`src/rtl/rgb_pixel_pipeline.sv`:
```
// VGA pixel output stage: mode latch, test-pattern select, blanking and a
// LATENCY-deep pipeline that carries colour and sync together to the pins.
module rgb_pixel_pipeline #(
  parameter int   CH_W       = 4,
  parameter int   LATENCY    = 2,
  parameter int   H_ACTIVE   = 640,
  parameter int   V_ACTIVE   = 480,
  parameter int   CHECK_LOG2 = 4,
  parameter logic SYNC_IDLE  = 1'b1
) (
  input  logic              clk,
  input  logic              rst,
  input  logic              en,
  input  logic [10:0]       row,
  input  logic [10:0]       column,
  input  logic              hsync_in,
  input  logic              vsync_in,
  input  logic [3*CH_W-1:0] colour_data,
  input  logic [1:0]        mode,
  input  logic [3*CH_W-1:0] solid_colour,
  output logic [CH_W-1:0]   r,
  output logic [CH_W-1:0]   g,
  output logic [CH_W-1:0]   b,
  output logic              hsync_out,
  output logic              vsync_out,
  output logic [1:0]        mode_active
);

  localparam int PW    = 3 * CH_W;
  localparam int BAR_W = H_ACTIVE / 8;

  logic [1:0]    mode_active_d, mode_active_q;
  logic [PW-1:0] pix_d [LATENCY];
  logic [PW-1:0] pix_q [LATENCY];
  logic [LATENCY-1:0] hs_d, hs_q, vs_d, vs_q;
  logic [2:0]    bar_k_s;
  logic [PW-1:0] sel_s;

  // Mode latch, bar index, pattern select and blanking for the incoming pixel.
  always_comb begin
    mode_active_d = mode_active_q;
    if ((row == 11'(V_ACTIVE)) && (column == 11'd0)) begin
      mode_active_d = mode;
    end else begin
      mode_active_d = mode_active_q;
    end

    // Counting thresholds passed gives the bar index and clamps wide columns to 7.
    bar_k_s = 3'd0;
    for (int i = 1; i < 8; i++) begin
      bar_k_s = bar_k_s + {2'b00, ({1'b0, column} >= 12'(i * BAR_W))};
    end

    case (mode_active_q)
      2'd0:    sel_s = colour_data;
      2'd1:    sel_s = {{CH_W{bar_k_s[2]}}, {CH_W{bar_k_s[1]}}, {CH_W{bar_k_s[0]}}};
      2'd2:    sel_s = {PW{row[CHECK_LOG2] ^ column[CHECK_LOG2]}};
      2'd3:    sel_s = solid_colour;
      default: sel_s = '0;
    endcase

    pix_d[0] = en ? sel_s : '0;
    hs_d[0]  = hsync_in;
    vs_d[0]  = vsync_in;
    for (int i = 1; i < LATENCY; i++) begin
      pix_d[i] = pix_q[i-1];
      hs_d[i]  = hs_q[i-1];
      vs_d[i]  = vs_q[i-1];
    end
  end

  // Pipeline and mode registers; syncs idle at SYNC_IDLE so reset never emits a pulse.
  always_ff @(posedge clk or posedge rst) begin
    if (rst) begin
      mode_active_q <= 2'd0;
      hs_q          <= {LATENCY{SYNC_IDLE}};
      vs_q          <= {LATENCY{SYNC_IDLE}};
      for (int i = 0; i < LATENCY; i++) begin
        pix_q[i] <= '0;
      end
    end else begin
      mode_active_q <= mode_active_d;
      hs_q          <= hs_d;
      vs_q          <= vs_d;
      for (int i = 0; i < LATENCY; i++) begin
        pix_q[i] <= pix_d[i];
      end
    end
  end

  assign r           = pix_q[LATENCY-1][PW-1 -: CH_W];
  assign g           = pix_q[LATENCY-1][2*CH_W-1 -: CH_W];
  assign b           = pix_q[LATENCY-1][CH_W-1:0];
  assign hsync_out   = hs_q[LATENCY-1];
  assign vsync_out   = vs_q[LATENCY-1];
  assign mode_active = mode_active_q;

endmodule

```
`config.mk`:
```
export PLATFORM = sky130hd
export DESIGN_NAME = rgb_pixel_pipeline
export DESIGN_NICKNAME = d
export VERILOG_FILES = /design/src/rtl/rgb_pixel_pipeline.sv
export SDC_FILE = /design/constraint.sdc
export NUM_CORES = 1
export LEC_CHECK = 0
export CAP_MARGIN = 30
export CORE_MARGIN = 1
export CORE_UTILIZATION = 40
export CTS_CLUSTER_SIZE = 8
export DETAILED_ROUTE_END_ITERATION = 10
export GPL_ROUTABILITY_DRIVEN = 0
export PLACE_DENSITY = 0.77
export REMOVE_ABC_BUFFERS = 1
export SYNTH_ARGS = -nofsm -noshare
export SYNTH_HDL_FRONTEND = slang
export SYNTH_SLANG_ARGS = --single-unit
```
`constraint.sdc`:
```
create_clock -name clk -period 1.7 [get_ports clk]
set_clock_uncertainty 0.1 [all_clocks]
set_input_delay 0.255 -clock clk [delete_from_list [all_inputs] [get_ports clk]]
set_output_delay 0.255 -clock clk [all_outputs]
set_load 0.02 [all_outputs]
```
==> results.md, run 1 <==
- Post-route minimum period: around 2.7 ns
- Netlist Area Pre-Place: 1383 um^2
- Post-layout util: 0.7468
- CP endpoint kind: register
- Count of pins over their slew limit: 0
- Crit path kind: primary input to register
- Iter 0 DRT Violations: 25
- Die ar.: 3695 um^2
- Number of hold buffers added after cts: 0
- Static leakage power: roughly 1.0 nW
- Share of the synthesized area in the top cell type: 0.4706
- Layout Cells excl Fill: 261
- P_int: between 1 and 1.5 mW
- Most instantiated cells after synthesis: nand2_1, o21ai_0, dfrtp_1, a21boi_0, clkbuf_1
- Status: finished, violations left
- Clock latency on the worst-skew pair: 0.31 ns
- Number of port buffers: 68
- Fmax: around 370 MHz
- Area growth syn-to-layout: 70.32%
- Final setup margin: -1.024 ns
- RSZ-0062 raised after global routing: true
- EDFF count, synth: 0
- Detail Placement HPWL: around 2.6 mm
- Row count: 20
- CTS tree: built
- Worst Path Required: between 1.5 and 2 ns
- ANT cells: 0
- Clk buf depth: 2
- CP max FO: 4
- Metal3 WL: ~180 um
- Worst-margin pin slew: 0.3596 ns
- VDD IR max: 0.2943 mV
- Residual DRC: 0
- Final setup vio count: 12
- Sequential share of power: 0.471
- Starting Density: 0.4385
- Synth area leaders: dfrtp_1, o21ai_0, dfstp_2, nand2_1, a21boi_0
- Routed WL per cell: between 10 and 15 um
- Failing checks: setup timing
- CTS root buf: clkbuf_4
- R2R depth: 5
- FF/Latch Area: ~760 um^2
- CTS clk-pin slew, worst paths: approximately 0.090 ns
- Max cap viols: 0
- Syn_area_per_cell: 10.64 um^2
- Multi-input logic area: approximately 630 um^2
- Yosys reg bits: 30
- First-pass GRT wire length: just over 5 mm
- Htree depth: 2
- Antenna viol nets, final: 0
- Final hold violations: 0
- Cell area after layout: 2355 um^2
- Vias per std cell: between 4 and 5
- Die height: about 61 um
- # IOs: about 70
- Uppermost layer routed: met4
- Clock Power Share: 0.316
- Max_slew headroom: 0.7584
- Type of origin of the critical path: primary input
- Routed via count: between 1k and 1.5k
- Post-Route WL: 3.292 mm
- Hold WC Path Type: primary input to async pin
- Sw frac: 0.2306
- Async S/R FF share, synth: 1.000
- Vias in the first global route: between 1k and 1.5k
- Worst EP arrival: between 2 and 3 ns
- Die width: about 60 um
- Cts bufs inserted: 5
- PD cells: ~680 nW/um^2
- Combinational share of power: 0.214
- Net switching power: roughly 370 uW
- Gr usage total: 0.2027
- Antenna violations before repair: 0
- Post-route clock period utilization: 1.602
- FILL cells: between 200 and 250
- Overflow after GRT: 0
- Placeable core area: between 3000 and 4000 um^2
- Fraction of layout cells with a size suffix above 1: 0.2212
- Dpl cells: 250
- Met2 WL: between 1.5 and 2 mm
- Sequential cell area fraction in the yosys report: 0.5466
- Largest area contributor in the netlist: dfrtp_1
- TritonRoute pass-1 iters: 4
- YS warnings: 0
- Post-synth cell types: 25
- Setup TNS: -10.89 ns
- CTS sink count: 30
- Met1 WL: around 1.2 mm
- Top_reg_cell synth: dfrtp_1
- Cell count after synthesis: 130
- # nets final: ~270
- Placed Area: 2203 um^2
- Largest net degree at the start of global routing: 31
[worst max-delay path, cell delays in order]
cell      delay [ns]
buf_8           0.10
nor3_4          0.21
nand2_1         0.10
fa_1            0.52
inv_2           0.04
fa_1            0.47
fa_2            0.35
fa_2            0.56
o21ai_1         0.08
nand2_1         0.07
a21boi_1        0.06
[state kept, by name, summed over array words and instances, names as in the netlist]
name and flops:
b 4, g 4, hs_q 2, mode_active 2
pix_d 12, r 4, vs_q 2
[logic make-up (layout without fill, tap and decap cells)]
| group | count (synthesis) | in the layout | synth area share |
|---|---|---|---|
| compound gates | 44 | 44 | 0.1900 |
| xor+xnor | 1 | 1 | 0.006336 |
| fa+ha+maj | 4 | 4 | 0.05792 |
| buf+inv | 10 | 97 | 0.02805 |
| flops | 30 | 30 | 0.5466 |
| mux | 2 | 2 | 0.01629 |
| simple gates | 39 | 39 | 0.1548 |
[layout make-up]
| type | instances | share of cell area |
|---|---|---|
| Inverter | 3 | 0.004782 |
| Timing Repair Buffer | 86 | 0.3518 |
| Multi-Input combinational cell | 90 | 0.2657 |
| Tap cell | 44 | 0.02338 |
| Sequential cell | 30 | 0.3209 |
| Clock buffer | 8 | 0.03348 |
[repair_timing]
item / in CTS / in global routing
cloned: 0 / 0
resized for setup: 64 / 4
pin swaps: 16 / 5
buffers inserted: 2 / 1
endpoints found under the setup margin: 17 / 14
[layout by cell type, fill, tap and decap left out, types with 2 or more instances in the layout]
cell	n
a21boi_1	9
nand2_1	26
buf_6	4
dlygate4sd2_1	3
buf_4	15
o21ai_0	16
buf_8	2
dfrtp_1	26
buf_2	2
fa_1	2
inv_1	2
mux2_1	2
a21boi_0	5
fa_2	2
clkbuf_8	3
o21ai_2	3
dfstp_2	4
nor4_4	2
o21ai_1	8
clkbuf_4	5
clkdlybuf4s50_1	57
[power groups by stage]
stage	Sequential, mW	Combinational (mW)	Clock (mW)
after floorplan	0.794	0.0906	0
after global routing	0.762	0.375	0.561
after detailed placement	0.773	0.321	0
after CTS	0.759	0.342	0.518
after global placement	0.771	0.314	0
final	0.759	0.344	0.509
[metrics by stage]
step                      total power, mW  hold WS [ns]  setup WS (ns)
after detailed placement            1.095        0.2347         -2.096
final                               1.612        0.2235         -1.024
after CTS                           1.620        0.2392         -1.060
after global placement              1.085        0.2330         -1.953
after floorplan                    0.8845        0.1595         -1.462
after global routing                1.698        0.2305         -1.111
[path summary, 6_finish.rpt]
path | to | slack (ns) | from
worst max-delay path | pix_d[4] | -1.02 | column[9]
worst min-delay path | g[2] | 0.22 | rst
worst max register to register | pix_d[2] | 0.31 | mode_active[1]
worst min register to register | g[3] | 0.25 | pix_d[7]
max in group asynchronous | vs_q[0] | 0.96 | rst
min in group clk | g[3] | 0.25 | pix_d[7]
[routing by layer]
layer | GRT usage | up-vias
met5 | 0 | -
met4 | 0.1266 | 0
met3 | 0.04904 | 8
met2 | 0.3752 | 50
met1 | 0.2025 | 581
li1 | - | 622
(Power assumes the default switching activity.)
==> run 2: changes to the inputs <==
--- a/config.mk
+++ b/config.mk
@@ -5,6 +5,7 @@
 export SDC_FILE = /design/constraint.sdc
 export NUM_CORES = 1
 export LEC_CHECK = 0
+export ABC_CLOCK_PERIOD_IN_PS = 1700
 export CAP_MARGIN = 30
 export CORE_MARGIN = 1
 export CORE_UTILIZATION = 40
@@ -13,6 +14,7 @@
 export GPL_ROUTABILITY_DRIVEN = 0
 export PLACE_DENSITY = 0.77
 export REMOVE_ABC_BUFFERS = 1
+export SETUP_SLACK_MARGIN = 0.05
 export SYNTH_ARGS = -nofsm -noshare
 export SYNTH_HDL_FRONTEND = slang
 export SYNTH_SLANG_ARGS = --single-unit
==> results.md, run 2 (synthesized netlist as in run 1, its figures left out) <==
- Crit path kind: primary input to register
- Gr usage total: 0.2032 (+0.0004515)
- Total Power: 1.607 mW (-0.33%)
- Vias per std cell: 4.851 (+0.40%)
- PD cells: 676.2 nW/um^2 (-1.2%)
- Final setup vio count: 12 (unchanged)
- Final hold violations: 0 (unchanged)
- Max_slew headroom: 0.7571 (-0.001327)
- Placeable core area: 3153 um^2 (unchanged)
- Setup slack, reg-to-reg: 0.31 ns (about the same)
- Status: finished, violations left
- CP endpoint kind: register
- Residual DRC: 0 (unchanged)
- Worst-margin pin slew: 0.3616 ns (+0.001974 ns)
- CTS sink count: 30 (unchanged)
- Htree depth: 2 (unchanged)
- Cell area after layout: 2376 um^2 (+0.90%)
- Number of port buffers: 68 (unchanged)
- Hold WC Path Type: primary input to async pin
- Fmax: 367.4 MHz (about the same)
- VDD IR max: 0.2928 mV (-0.51%)
- Antenna viol nets, final: 0 (unchanged)
- Clock latency on the worst-skew pair: 0.31 ns (about the same)
- CTS tree: built
- Placed Area: 2203 um^2 (unchanged)
- # IOs: 69 (unchanged)
- Starting Density: 0.4385 (unchanged)
- Type of origin of the critical path: primary input
- Cts bufs inserted: 5 (unchanged)
- Number of hold buffers added after cts: 0 (unchanged)
- Most frequent cells in the layout: clkdlybuf4s50_1, nand2_1, dfrtp_1, o21ai_0, buf_4
- Row count: 20 (unchanged)
- # nets final: 273 (unchanged)
- Clk buf depth: 2 (unchanged)
- CTS root buf: clkbuf_4
- Max cap viols: 0 (unchanged)
- Failing checks: setup timing
- Setup TNS: -10.90 ns (-0.004300 ns)
- CTS clk-pin slew, worst paths: 0.09 ns (about the same)
- Die height: 60.79 um (unchanged)
- Static leakage power: 1.123 nW (+11%)
- Count of pins over their slew limit: 0 (unchanged)
- Min Hold Slack: 0.2250 ns (+0.001517 ns)
- Final setup margin: -1.022 ns (+0.001910 ns)
- Commonest non-fill, non-tap cell in the layout: clkdlybuf4s50_1
- Antenna violations before repair: 0 (unchanged)
- Post-route clock period utilization: 1.601 (about the same)
- Post-Route WL: 3.326 mm (+1.0%)
- CP max FO: 4 (unchanged)
- Worst EP arrival: 2.82 ns (about the same)
- Area growth syn-to-layout: 71.86%
- Iter 0 DRT Violations: 24 (-4.0%)
- Overflow after GRT: 0 (unchanged)
- Worst Path Required: 1.80 ns (about the same)
- Pre-CTS setup slack: -2.096 ns (unchanged)
- TritonRoute pass-1 iters: 4 (unchanged)
- Routed WL per cell: 12.74 um (+1.0%)
- Fraction of layout cells with a size suffix above 1: 0.2258 (+0.004608)
- RSZ-0062 raised after global routing: true
- ANT cells: 0 (unchanged)
- Die ar.: 3695 um^2 (unchanged)
- Max FFs per register: 12 (unchanged)
- Detail Placement HPWL: 2.613 mm (unchanged)
- Largest net degree at the start of global routing: 31 (unchanged)
- First-pass GRT wire length: 5.209 mm (+0.27%)
- Die width: 60.79 um (unchanged)
- Post-route minimum period: 2.722 ns (-0.001910 ns)
- R2R depth: 5 (unchanged)
- Vias in the first global route: 1259 (+0.24%)
- Routed via count: 1266 (+0.40%)
run 2: stage by stage:
step                std cells    util
global placement          250  0.6988
floorplan                 123       -
finish                    261  0.7536
CTS                       260  0.7417
detailed placement        250  0.6988
global route              261  0.7536
run 2: final timing paths:
check | startpoint | end
max in group asynchronous | rst | vs_q[0]
worst max register to register | mode_active[1] | pix_d[2]
worst min-delay path | rst | g[2]
worst min register to register | pix_d[7] | g[3]
worst max-delay path | column[9] | pix_d[4]
min in group clk | pix_d[7] | g[3]
run 2: power by group:
part	internal, mW	switching [mW]
sequential	0.750	0.00831
clock	0.282	0.225
combinational	0.205	0.137
run 2: per-layer routing:
metal  track usage  vias up  share of wire  routed length, um
li1              -      622              -                  -
met1        0.2038      584           0.37               1240
met5             0        -              0                  0
met3       0.04904        8          0.056                187
met4        0.1266        0          0.031                104
met2        0.3752       52           0.54               1794
run 2: critical path, cell delays in order:
cell and delay, ns:
buf_8 0.10, nor3_4 0.21, nand2_1 0.10, fa_1 0.52, inv_2 0.04, fa_1 0.47
fa_2 0.35, fa_2 0.56, o21ai_1 0.08, nand2_1 0.07, a21boi_1 0.06
run 2: layout make-up:
cell class / instances / area, um^2
fill: 234 / 777.0
timing repair buffer: 86 / 845.8
sequential: 30 / 755.7
multi-input combinational: 90 / 629.4
tap: 44 / 55.05
clock buffer: 8 / 78.83
inverter: 3 / 11.26
run 2: timing repair:
item                                    4_1_cts  5_1_grt
setup buffers                                 2        1
pin swaps                                    18        3
endpoints found under the setup margin       18       22
resized for setup                            67       12
